<file path="config.mk">
export PLATFORM = sky130hd
export DESIGN_NAME = spart_tx
export DESIGN_NICKNAME = d
export VERILOG_FILES = /design/src/rtl/spart_pkg.sv /design/src/rtl/spart_fifo.sv /design/src/rtl/spart_tx.sv
export SDC_FILE = /design/constraint.sdc
export NUM_CORES = 1
export LEC_CHECK = 0
export ABC_AREA = 1
export BUFFER_PORTS_ARGS = -buffer_cell sky130_fd_sc_hd__buf_2
export CORE_ASPECT_RATIO = 1.25
export CORE_MARGIN = 5
export CORE_UTILIZATION = 47
export CTS_BUF_LIST = sky130_fd_sc_hd__clkbuf_16
export DETAILED_ROUTE_END_ITERATION = 6
export PLACE_DENSITY = 0.7
export SYNTH_ARGS = -nofsm -noshare
export SYNTH_HDL_FRONTEND = slang
export SYNTH_SLANG_ARGS = --single-unit
export TNS_END_PERCENT = 20
</file>
<file path="constraint.sdc">
create_clock -name clk -period 6.3 [get_ports clk]
set_input_delay 0.63 -clock clk [delete_from_list [all_inputs] [get_ports clk]]
set_output_delay 0.63 -clock clk [all_outputs]
set_load 0.01 [all_outputs]
</file>
<file path="src/rtl/spart_pkg.sv">
// Shared definitions for the SPART transmit/receive blocks.
package spart_pkg;

  localparam int unsigned BYTE_W = 8;
  localparam int unsigned DIV_W  = 16;
  localparam int unsigned STAT_W = 16;

  typedef enum logic [1:0] {
    ST_IDLE  = 2'd0,
    ST_START = 2'd1,
    ST_DATA  = 2'd2,
    ST_STOP  = 2'd3
  } tx_state_e;

  localparam logic [2:0] STAT_FLAGS = 3'd0;
  localparam logic [2:0] STAT_COUNT = 3'd1;
  localparam logic [2:0] STAT_DIV   = 3'd2;

  localparam logic [DIV_W-1:0] DIV_MIN = 16'd2;

  // Divisors below DIV_MIN would collapse the bit period, so they are clamped.
  function automatic logic [DIV_W-1:0] eff_div(input logic [DIV_W-1:0] d);
    return (d < DIV_MIN) ? DIV_MIN : d;
  endfunction

endpackage

</file>
<file path="src/rtl/spart_fifo.sv">
// Byte FIFO shared by the SPART transmit and receive paths.
module spart_fifo
  import spart_pkg::*;
#(
  parameter int unsigned DEPTH = 8,
  localparam int unsigned AW = $clog2(DEPTH)
) (
  input  logic              clk,
  input  logic              rst_n,
  input  logic              push,
  input  logic              pop,
  input  logic [BYTE_W-1:0] din,
  output logic [BYTE_W-1:0] dout,
  output logic [AW:0]       count,
  output logic              full,
  output logic              empty
);

  logic [BYTE_W-1:0] mem_q [DEPTH];
  logic [AW-1:0]     wr_ptr_q, wr_ptr_d;
  logic [AW-1:0]     rd_ptr_q, rd_ptr_d;
  logic [AW:0]       count_q, count_d;
  logic              wr_en, rd_en;

  assign full  = (count_q == (AW+1)'(DEPTH));
  assign empty = (count_q == '0);
  assign count = count_q;
  assign dout  = mem_q[rd_ptr_q];

  // A push into a full FIFO is still accepted when a pop frees a slot this cycle.
  assign wr_en = push && (!full || pop);
  assign rd_en = pop && !empty;

  always_comb begin
    wr_ptr_d = wr_ptr_q;
    rd_ptr_d = rd_ptr_q;
    count_d  = count_q;
    if (wr_en) wr_ptr_d = wr_ptr_q + AW'(1);
    if (rd_en) rd_ptr_d = rd_ptr_q + AW'(1);
    case ({wr_en, rd_en})
      2'b10:   count_d = count_q + (AW+1)'(1);
      2'b01:   count_d = count_q - (AW+1)'(1);
      default: count_d = count_q;
    endcase
  end

  always_ff @(posedge clk or negedge rst_n) begin
    if (!rst_n) begin
      wr_ptr_q <= '0;
      rd_ptr_q <= '0;
      count_q  <= '0;
    end else begin
      wr_ptr_q <= wr_ptr_d;
      rd_ptr_q <= rd_ptr_d;
      count_q  <= count_d;
    end
  end

  always_ff @(posedge clk) begin
    if (wr_en) mem_q[wr_ptr_q] <= din;
  end

endmodule

</file>
<file path="src/rtl/spart_tx.sv">
// SPART transmitter: send-strobe decode, TX FIFO, 8N1 serializer and status readback.
module spart_tx
  import spart_pkg::*;
#(
  parameter int unsigned      DEPTH   = 8,
  parameter logic [DIV_W-1:0] DIV_RST = 16'd5208
) (
  input  logic              clk,
  input  logic              rst_n,
  input  logic              send,
  input  logic              send_sel,
  input  logic [BYTE_W-1:0] send_data,
  input  logic [2:0]        spart_addr,
  output logic [STAT_W-1:0] status_data,
  output logic              txd,
  output logic              tx_full,
  output logic              tx_busy
);

  localparam int unsigned CW = $clog2(DEPTH) + 1;

  tx_state_e         state_q, state_d;
  logic [DIV_W-1:0]  baud_q, baud_d;
  logic [DIV_W-1:0]  div_q, div_d;
  logic [DIV_W-1:0]  div_cur_q, div_cur_d;
  logic [2:0]        bit_idx_q, bit_idx_d;
  logic [BYTE_W-1:0] shift_q, shift_d;
  logic              txd_q, txd_d;
  logic              ovf_q, ovf_d;

  logic              fifo_push, fifo_pop;
  logic [BYTE_W-1:0] fifo_dout;
  logic [CW-1:0]     fifo_count;
  logic              fifo_full, fifo_empty;

  assign fifo_push = send && !send_sel;

  spart_fifo #(.DEPTH(DEPTH)) u_fifo (
    .clk   (clk),
    .rst_n (rst_n),
    .push  (fifo_push),
    .pop   (fifo_pop),
    .din   (send_data),
    .dout  (fifo_dout),
    .count (fifo_count),
    .full  (fifo_full),
    .empty (fifo_empty)
  );

  // Serializer; the divisor is latched at frame start so mid-frame writes wait a frame.
  always_comb begin
    state_d   = state_q;
    baud_d    = baud_q;
    bit_idx_d = bit_idx_q;
    shift_d   = shift_q;
    div_cur_d = div_cur_q;
    fifo_pop  = 1'b0;
    case (state_q)
      ST_IDLE: begin
        if (!fifo_empty) begin
          fifo_pop  = 1'b1;
          shift_d   = fifo_dout;
          div_cur_d = eff_div(div_q);
          baud_d    = eff_div(div_q) - 16'd1;
          state_d   = ST_START;
        end
      end
      ST_START: begin
        if (baud_q == '0) begin
          baud_d    = div_cur_q - 16'd1;
          bit_idx_d = 3'd0;
          state_d   = ST_DATA;
        end else begin
          baud_d = baud_q - 16'd1;
        end
      end
      ST_DATA: begin
        if (baud_q == '0) begin
          baud_d = div_cur_q - 16'd1;
          if (bit_idx_q == 3'd7) begin
            state_d = ST_STOP;
          end else begin
            bit_idx_d = bit_idx_q + 3'd1;
            shift_d   = {1'b0, shift_q[BYTE_W-1:1]};
          end
        end else begin
          baud_d = baud_q - 16'd1;
        end
      end
      ST_STOP: begin
        if (baud_q == '0) state_d = ST_IDLE;
        else              baud_d  = baud_q - 16'd1;
      end
      default: state_d = ST_IDLE;
    endcase

    case (state_d)
      ST_START: txd_d = 1'b0;
      ST_DATA:  txd_d = shift_d[0];
      default:  txd_d = 1'b1;
    endcase
  end

  always_comb begin
    div_d = div_q;
    if (send && send_sel) div_d = {div_q[7:0], send_data};
    ovf_d = ovf_q | (fifo_push && fifo_full && !fifo_pop);
  end

  always_ff @(posedge clk or negedge rst_n) begin
    if (!rst_n) begin
      state_q   <= ST_IDLE;
      baud_q    <= '0;
      bit_idx_q <= '0;
      shift_q   <= '0;
      div_cur_q <= DIV_MIN;
      div_q     <= DIV_RST;
      txd_q     <= 1'b1;
      ovf_q     <= 1'b0;
    end else begin
      state_q   <= state_d;
      baud_q    <= baud_d;
      bit_idx_q <= bit_idx_d;
      shift_q   <= shift_d;
      div_cur_q <= div_cur_d;
      div_q     <= div_d;
      txd_q     <= txd_d;
      ovf_q     <= ovf_d;
    end
  end

  assign txd     = txd_q;
  assign tx_full = fifo_full;
  assign tx_busy = (state_q != ST_IDLE) || !fifo_empty;

  always_comb begin
    status_data = '0;
    case (spart_addr)
      STAT_FLAGS: status_data = {11'h0, ovf_q, tx_full, fifo_empty, tx_busy, txd_q};
      STAT_COUNT: status_data = {11'h0, 5'(fifo_count)};
      STAT_DIV:   status_data = div_q;
      default:    status_data = '0;
    endcase
  end

endmodule

</file>
==> run metrics, run 1 <==
post-synth net total=928; setup_tns=0 ps; Reg clk slew, reported paths=60 ps; Slew @ Worst Pin=976.4 ps; RR Startpoint=state_q[1]; final worst path period need=3452 ps; dpl cell area=7730 um2; CTS tree=yes; multiplexer share of the synthesized area=0%; Via density=5.354; count leader, synth=nand2_1; Synth Flop Type=dfrtp_1; Worst R2R Setup Slack=3040 ps; Die H=150.5 um; Pre-antenna DRT Iters=7; Clock Tree Buf Depth=2; synthesis-stage register bit count=137; final setup fails=0; vias in the first global route=5912; P_leak=0.003689 uW; Post-Synth Adder-Cell Area=2.629%; width of the die=122.4 um; Synth Warn #=0; Buffers on Ports=33; Reg2Reg Depth=14; Ports=34; first-pass GRT wire length=30610 um; Crit Path Max Fanout=24; hold buffers post-CTS=0; largest net degree at the start of global routing=74; Critical path destination=status_data[1]; failing checks=design-rule violations; syn_area_per_cell=8.268 um2; Worst IR Drop VDD=308.4 uV; Power Dens Cells=459.9 nW/um2; classification of the worst setup path=reg2out; GRT Total Usage=21.69%; Core ar.=15570 um2; routed wire length=19100 um; hold crit path type=in2async; CP arrival=2820 ps; Inserted Clock Buffers=17; largest family of logic cells by synthesized area=simple AND/OR/NAND/NOR gates; post-DR wirelength/cell=16.62 um; initial antenna violation count=0; CTS Sinks=137; area leader, netlist=edfxtp_1; crit start category=register; Synth area leaders=edfxtp_1 26%, dfrtp_1 22%, nand2_1 12%; CP Launch Point=state_q[1]; cts repair resizes=0; Clock Latency Late Sink=430 ps; Overall Power=3827 uW; antenna viol nets, final=0; Slew Viols, Final=0; Synth top area share=25.88%; antenna cell count=0; Hold Vio Cnt, Final=0; Worst EP required=5670 ps; relative slew slack=34.90%; most frequent cells after synthesis=241 x nand2_1, 141 x nor2_1, 84 x o21ai_0, 80 x inv_1, 66 x dfrtp_1; Total Nets Final=954; Final Core Density=53.45%; num rows=51; drt first-iter violations=441; Synth Area in XOR/XNOR=2.713%; setup repair bufs after CTS=0; fillers=1503; die area=18430 um2; DRC=2; Starting Density=47.69%; Yosys cell types=41; FF-to-FF End=u_fifo.count[3]; synthesized cell area=7425 um2; status=finished, violations left; post-synthesis simple-gate area fraction=26.41%; fin area=8322 um2; period utilisation layout=54.79%; vias=6152; number of max-cap violations=0; area delta synth->final=12.08%; Worst Clk Skew=6.088 ps; remaining global-route overflow=0; synthesized instance count=898; layout cells sized above 1=11.21%; number of synthesized flops with an enable pin=64; Post-DP HPWL=13760 um; FFs w/ async S/R, synth=53.28%; RSZ-0062 raised after global routing=no; post-synthesis sequential area ratio=50.61%; Synth Area in Compound Gates=11.34%; root buffer cell=clkbuf_16; f_max=289.7 MHz; gpl congestion=0.9203; CTS H-tree lvls=4; critical path endpoint category=output port
==> worst max-delay path: stages (launching register included) <==
cell and delay (ps):
dfrtp_1 420, inv_1 110, ha_1 480, inv_1 520, nor2_1 340, inv_2 150, nand2_1 80, o221ai_1 110
buf_2 170
==> per-stage QoR <==
step | setup WS, ps | cells | hold WS [ps]
6_report | 2848 | 1149 | 329.5
5_1_grt | 2595 | 1149 | 425.9
4_1_cts | 2884 | 1149 | 403.5
3_5_place_dp | 3072 | 1117 | 474.6
3_3_place_gp | 3184 | 1117 | 450.3
2_1_floorplan | 3705 | 898 | 334.4
==> final cells by class <==
| class | count | area [um2] | share of cell area (%) |
|---|---|---|---|
| clock buffers | 17 | 425.4 | 5.112 |
| clock inverters | 15 | 166.4 | 2.000 |
| flip-flops and latches | 137 | 3757 | 45.15 |
| well taps | 212 | 265.3 | 3.187 |
| repair buffers | 34 | 175.2 | 2.105 |
| multi-input cells | 647 | 3203 | 38.49 |
| inverters | 87 | 329.1 | 3.954 |
==> power breakdown <==
part           switching (uW)  internal, uW  leakage, uW
logic                     946           466      0.00195
clock network             419           592     0.000289
registers                 243          1160      0.00145
total                    1610          2220      0.00369
==> how the worst min path moves through the flow <==
| stage | endpoint | slack, ps | cells past startpoint |
|---|---|---|---|
| final | baud_q[12] | 330 | 1 |
| after global routing | baud_q[12] | 430 | 1 |
| after CTS | baud_q[10] | 400 | 1 |
| after detailed placement | shift_q[5] | 470 | 2 |
| after global placement | ovf_q | 450 | 2 |
| after floorplan | baud_q[0] | 330 | 0 |
==> layout by cell type, fill, tap and decap left out, types with 17 or more instances in the layout <==
cell type  count
o21ai_0       84
o221ai_1      17
nand3_1       53
edfxtp_1      64
clkbuf_16     17
inv_1         80
buf_2         32
dfrtp_1       66
nor2_1       141
nand2_1      241
xor2_1        21
a21oi_1       23
==> sequential cells by signal, summed over array words and instances, names as in the netlist, 4 cells and up <==
| name | count |
|---|---|
| u_fifo.mem_q | 64 |
| div_cur_q | 16 |
| div_q | 16 |
| u_fifo.count | 4 |
| baud_q | 16 |
| shift_q | 8 |
==> per-layer routing <==
metal | share of wire, % | track usage [%]
met3 | 4.9 | 3.269
met2 | 52 | 38.71
met1 | 40 | 25.90
met4 | 3.2 | 9.132
met5 | 0 | 0
==> logic make-up (layout without fill, tap and decap cells) <==
family / Yosys count / after routing
simple gates: 465 / 465
compound gates: 144 / 144
buf+inv: 114 / 153
fa+ha+maj: 15 / 15
xor+xnor: 23 / 23
flops: 137 / 137
(Power assumes the default switching activity.)
==> run 2, diff against run 1 <==
Settings changed: ABC_AREA 1 to 0.
Clock period 6.3 ns to 3.3 ns, I/O delays scaled along.
==> run 2 against run 1 <==
Against the previous run:
- the run now ends clean
- critical path type is now reg2reg
- synthesized cell count down 28%
- register-to-register slack got worse by 2900 ps
- routed wire length fell by 9.4%
==> run metrics, run 2 <==
initial antenna violation count=0; post-synth net total=674; GRT Max-Usage Layer=met2; Worst IR Drop VDD=557.6 uV; synthesized instance count=644; Slew @ Worst Pin=1092 ps; setup_tns=0 ps; syn_area_per_cell=11.18 um2; count leader, synth=nand2_1; most frequent cells after synthesis=83 x nand2_1, 66 x dfrtp_1, 64 x edfxtp_1, 36 x nor2_1, 32 x o21ai_0; P_leak=0.003263 uW; classification of the worst setup path=reg2reg; Post-DP HPWL=12010 um; drt first-iter violations=458; largest net degree at the start of global routing=74; Worst Clk Skew=13.92 ps; status=finished clean; fillers=1232; Buffers on Ports=33; crit start category=register; num rows=50; CTS Sinks=137; antenna cell count=0; GR Util met1=26.05%; CTS tree=yes; root buffer cell=clkbuf_16; RSZ-0062 raised after global routing=no; gpl congestion=0.9050; Die H=148.4 um; vias=5365; Hold Vio Cnt, Final=0; Yosys cell types=67; synthesis-stage register bit count=137; final worst slack=179.9 ps; first-pass GRT wire length=28170 um; hold crit path type=in2async; synthesized cell area=7197 um2; f_max=320.5 MHz; Synth Warn #=0; final setup fails=0; post-DR wirelength/cell=19.67 um; area delta synth->final=14.86%; Synth area leaders=edfxtp_1 27%, dfrtp_1 23%, mux4_2 5.0%; GR Layer Usage met2=32.92%; GR Util met3=4.032%; DRC=0; Ports=34; FFs w/ async S/R, synth=53.28%; antenna viol nets, final=0; Reg clk slew, reported paths=70 ps; layout cells sized above 1=21.92%; period utilisation layout=94.55%; Overall Power=7225 uW; critical path endpoint category=register; Pre-antenna DRT Iters=6; commonest non-fill, non-tap cells in the layout=83 x nand2_1, 66 x dfrtp_1, 64 x edfxtp_1; Setup WS pre-CTS=79.98 ps; Crit Path Max Fanout=6; Slew Viols, Final=0; Worst EP required=3600 ps; Largest register FFs=64; Starting Density=47.93%; Clock Tree Buf Depth=2; Total Nets Final=715; Clock Latency Late Sink=420 ps; Reg2Reg Depth=11; Worst R2R Setup Slack=180 ps; Inserted Clock Buffers=17; GRT Total Usage=20.13%; setup repair bufs after CTS=0; FF-to-FF End=baud_q[10]; Core ar.=15010 um2; CTS H-tree lvls=4; Via density=6.097; final worst path period need=3120 ps; number of max-cap violations=0; area leader, netlist=edfxtp_1; RR Startpoint=div_q[9]; relative slew slack=27.03%; width of the die=120.7 um; commonest non-fill, non-tap cell in the layout=nand2_1; CP arrival=3420 ps; Final Core Density=55.06%; vias in the first global route=5413; Reg with most FFs=u_fifo.mem_q; post-synthesis sequential area ratio=52.21%; number of synthesized flops with an enable pin=64; Synth top area share=26.70%; routed wire length=17310 um; Synth Flop Type=dfrtp_1; die area=17900 um2; Power Dens Cells=873.9 nW/um2; remaining global-route overflow=0
run 2: cell count changes in the layout (fill, tap and decap cells not counted), sizes merged, moves of 19 or more:
cell / delta
buf: +29
inv: -69
nand2: -163
nand3: -49
nor2: -115
o21ai: -60
xnor2: +19
run 2: stage by stage:
step                hold slack, ps  instance area (um2)  cells
floorplan                    34.41                 7197    644
global placement             447.3                 7636    848
detailed placement           448.2                 7636    848
CTS                          83.80                 8258    880
global route                 122.0                 8267    880
finish                       48.25                 8267    880
run 2: power by group:
part	internal, uW	switching, uW
sequential	2210	513
combinational	1160	1430
clock	1040	886
total	4400	2820
run 2: cell families after synthesis:
kind of cell               after synthesis  share of synthesized area, %
AOI/OAI and AO/OA                      117                         11.35
xor gates and xnor gates                27                         3.286
adders and majority gates               15                         2.712
buffers and inverters                   60                         3.599
DFF                                    137                         52.21
muxes                                   49                         9.944
and+or+nand+nor                        239                         16.90
run 2: worst max-delay path by stage:
stage,start,endpoint,depth (start not counted)
detailed placement,div_q[13],baud_q[10],10
floorplan,div_q[11],baud_q[10],12
CTS,div_q[13],baud_q[10],10
global route,div_q[9],baud_q[10],11
finish,div_q[9],baud_q[10],11
global placement,div_q[13],baud_q[10],10
run 2: layout make-up:
class / count / area [um2] / area share, %
Inverter: 19 / 71.32 / 0.8627
Clock inverter: 15 / 196.4 / 2.376
Multi-Input combinational cell: 447 / 3196 / 38.66
Tap cell: 182 / 227.7 / 2.755
Sequential cell: 137 / 3757 / 45.45
Timing Repair Buffer: 63 / 392.9 / 4.753
Clock buffer: 17 / 425.4 / 5.146
run 2: routing by layer:
metal | vias up | part of all wire, % | wire length [um]
met5 | - | 0 | 0
met4 | 0 | 3.2 | 555
met3 | 45 | 6.4 | 1108
met2 | 237 | 49 | 8431
met1 | 2598 | 42 | 7218
li1 | 2485 | - | -
run 2: critical path: stages (launching register included):
cell	delay (ps)
dfrtp_1	380
nor4_1	320
buf_4	180
nand3_1	90
or4_1	440
nand2_1	110
ha_1	200
or3b_4	430
or4_1	430
xnor2_1	140
a21oi_1	160
a21oi_1	90
run 2: repair_timing:
| action | in CTS | in global routing |
|---|---|---|
| gates resized for setup | 0 | 2 |
| endpoints found under the setup margin | 0 | 2 |
| hold buffers | 0 | 0 |
| endpoints found under the hold margin | 0 | 0 |
==> run 3, diff against run 2 <==
Settings changed: CORE_MARGIN 5 to 2, RECOVER_POWER set to 50.
==> run 3 against run 2 <==
Against the previous run:
- non-clock buffer count decreased by 1
- combinational power about the same
- worst setup slack got worse by 29 ps
- the run now ends with max-capacitance violations, max-slew violations left
- register-to-register slack got worse by 30 ps
- worst hold slack improved by 210 ps
==> run metrics, run 3 (synthesis gave the netlist of run 2 again) <==
status=finished, violations left; failing checks=max-capacitance violations, max-slew violations; layout cells sized above 1=20.80%; Via density=6.154; Post-DP HPWL=12060 um; period utilisation layout=95.41%; Starting Density=48.13%; drt first-iter violations=453; root buffer cell=clkbuf_16; Slew Viols, Final=74; first-pass GRT wire length=28950 um; Worst IR Drop VDD=608.3 uV; Buffers on Ports=33; Worst R2R Setup Slack=150 ps; Hold Vio Cnt, Final=0; Clock Tree Buf Depth=2; Total Nets Final=714; routed wl met3=1041 um; largest net degree at the start of global routing=74; DRC=0; CTS tree=yes; gpl congestion=0.9093; Net Switching=2827 uW; final setup fails=0; commonest non-fill, non-tap cell in the layout=nand2_1; cts repair resizes=0; commonest non-fill, non-tap cells in the layout=83 x nand2_1, 66 x dfrtp_1, 64 x edfxtp_1; Overall Power=7231 uW; hold crit path type=in2reg; critical path endpoint category=register; register area=3757 um2; design internal power=4404 uW; antenna cell count=0; Setup WS pre-CTS=73.13 ps; Ports=34; Clock Latency Late Sink=420 ps; Largest register FFs=64; area delta synth->final=14.71%; relative slew slack=-23.37%; Reg clk slew, reported paths=70 ps; vias=5409; setup_tns=0 ps; Core ar.=14950 um2; Slew @ Worst Pin=1851 ps; classification of the worst setup path=reg2reg; die area=16320 um2; Worst Clk Skew=13.72 ps; CP arrival=3440 ps; Power Dens Cells=875.9 nW/um2; Inserted Clock Buffers=17; vias in the first global route=5468; Comb power frac=35.4%; WL met1=7236 um; final worst path period need=3149 ps; P_leak=0.003235 uW; RSZ-0062 raised after global routing=no; Sw Share=39.09%; routed wire length=17790 um; num rows=50; Reg with most FFs=u_fifo.mem_q; Final Core Density=55.21%; highest routed layer=met5; sequential share of power=38.2%; GRT Total Usage=23.25%; hold buffers post-CTS=0; f_max=317.6 MHz; Pre-antenna DRT Iters=6; width of the die=114.7 um; Crit Path Max Fanout=6; routed length on met2=8903 um; final worst slack=151.3 ps; post-DR wirelength/cell=20.24 um; setup repair bufs after CTS=0; crit start category=register; CTS Sinks=137; area of the multi-input gates=3206 um2; number of max-cap violations=1; antenna viol nets, final=0; clock power share=26.4%; Worst EP required=3600 ps; fillers=1212; remaining global-route overflow=0; Die H=142.4 um; initial antenna violation count=1; CTS H-tree lvls=4
run 3: area by class of cell:
cell class / instances / share of cell area (%)
Clock inverter: 15 / 2.380
Inverter: 19 / 0.8639
Multi-Input combinational cell: 447 / 38.83
Clock buffer: 17 / 5.153
Timing Repair Buffer: 62 / 4.501
Sequential cell: 137 / 45.51
Tap cell: 182 / 2.758
run 3: metrics by stage:
stage,instances,hold slack (ps),cell area (um2)
after floorplan,644,34.41,7197
after global placement,847,446.3,7629
after detailed placement,847,452.7,7629
after CTS,879,77.25,8250
after global routing,879,294.3,8255
final,879,260.8,8255
run 3: power groups by stage:
stage | combinational [uW] | clock (uW) | sequential (uW)
2_1_floorplan | 1990 | 0 | 2520
3_3_place_gp | 2450 | 0 | 2750
3_5_place_dp | 2510 | 0 | 2770
4_1_cts | 2550 | 1940 | 2750
5_1_grt | 2860 | 2000 | 2830
6_report | 2560 | 1910 | 2760
run 3: path summary, 6_finish.rpt:
kind	end	start	cells after the start
min in group asynchronous	u_fifo.count[1]	rst_n	1
hold / removal	ovf_q	send_sel	3
max in group asynchronous	baud_q[5]	rst_n	1
setup reg to reg	baud_q[10]	div_q[2]	10
hold reg to reg	ovf_q	ovf_q	1
setup / recovery	baud_q[10]	div_q[2]	10
run 3: critical path, stage by stage (launching register included):
cell,delay [ps]
dfrtp_1,380
nor4_1,400
nand3_1,190
or4_4,470
nand2_1,120
ha_1,210
or3b_4,440
or4_1,430
xnor2_1,140
a21oi_1,170
a21oi_1,80
run 3: layer usage:
layer,up-vias,track usage (%)
li1,2479,-
met1,2650,30.02
met2,225,37.71
met3,53,4.514
met4,2,11.04
met5,-,0
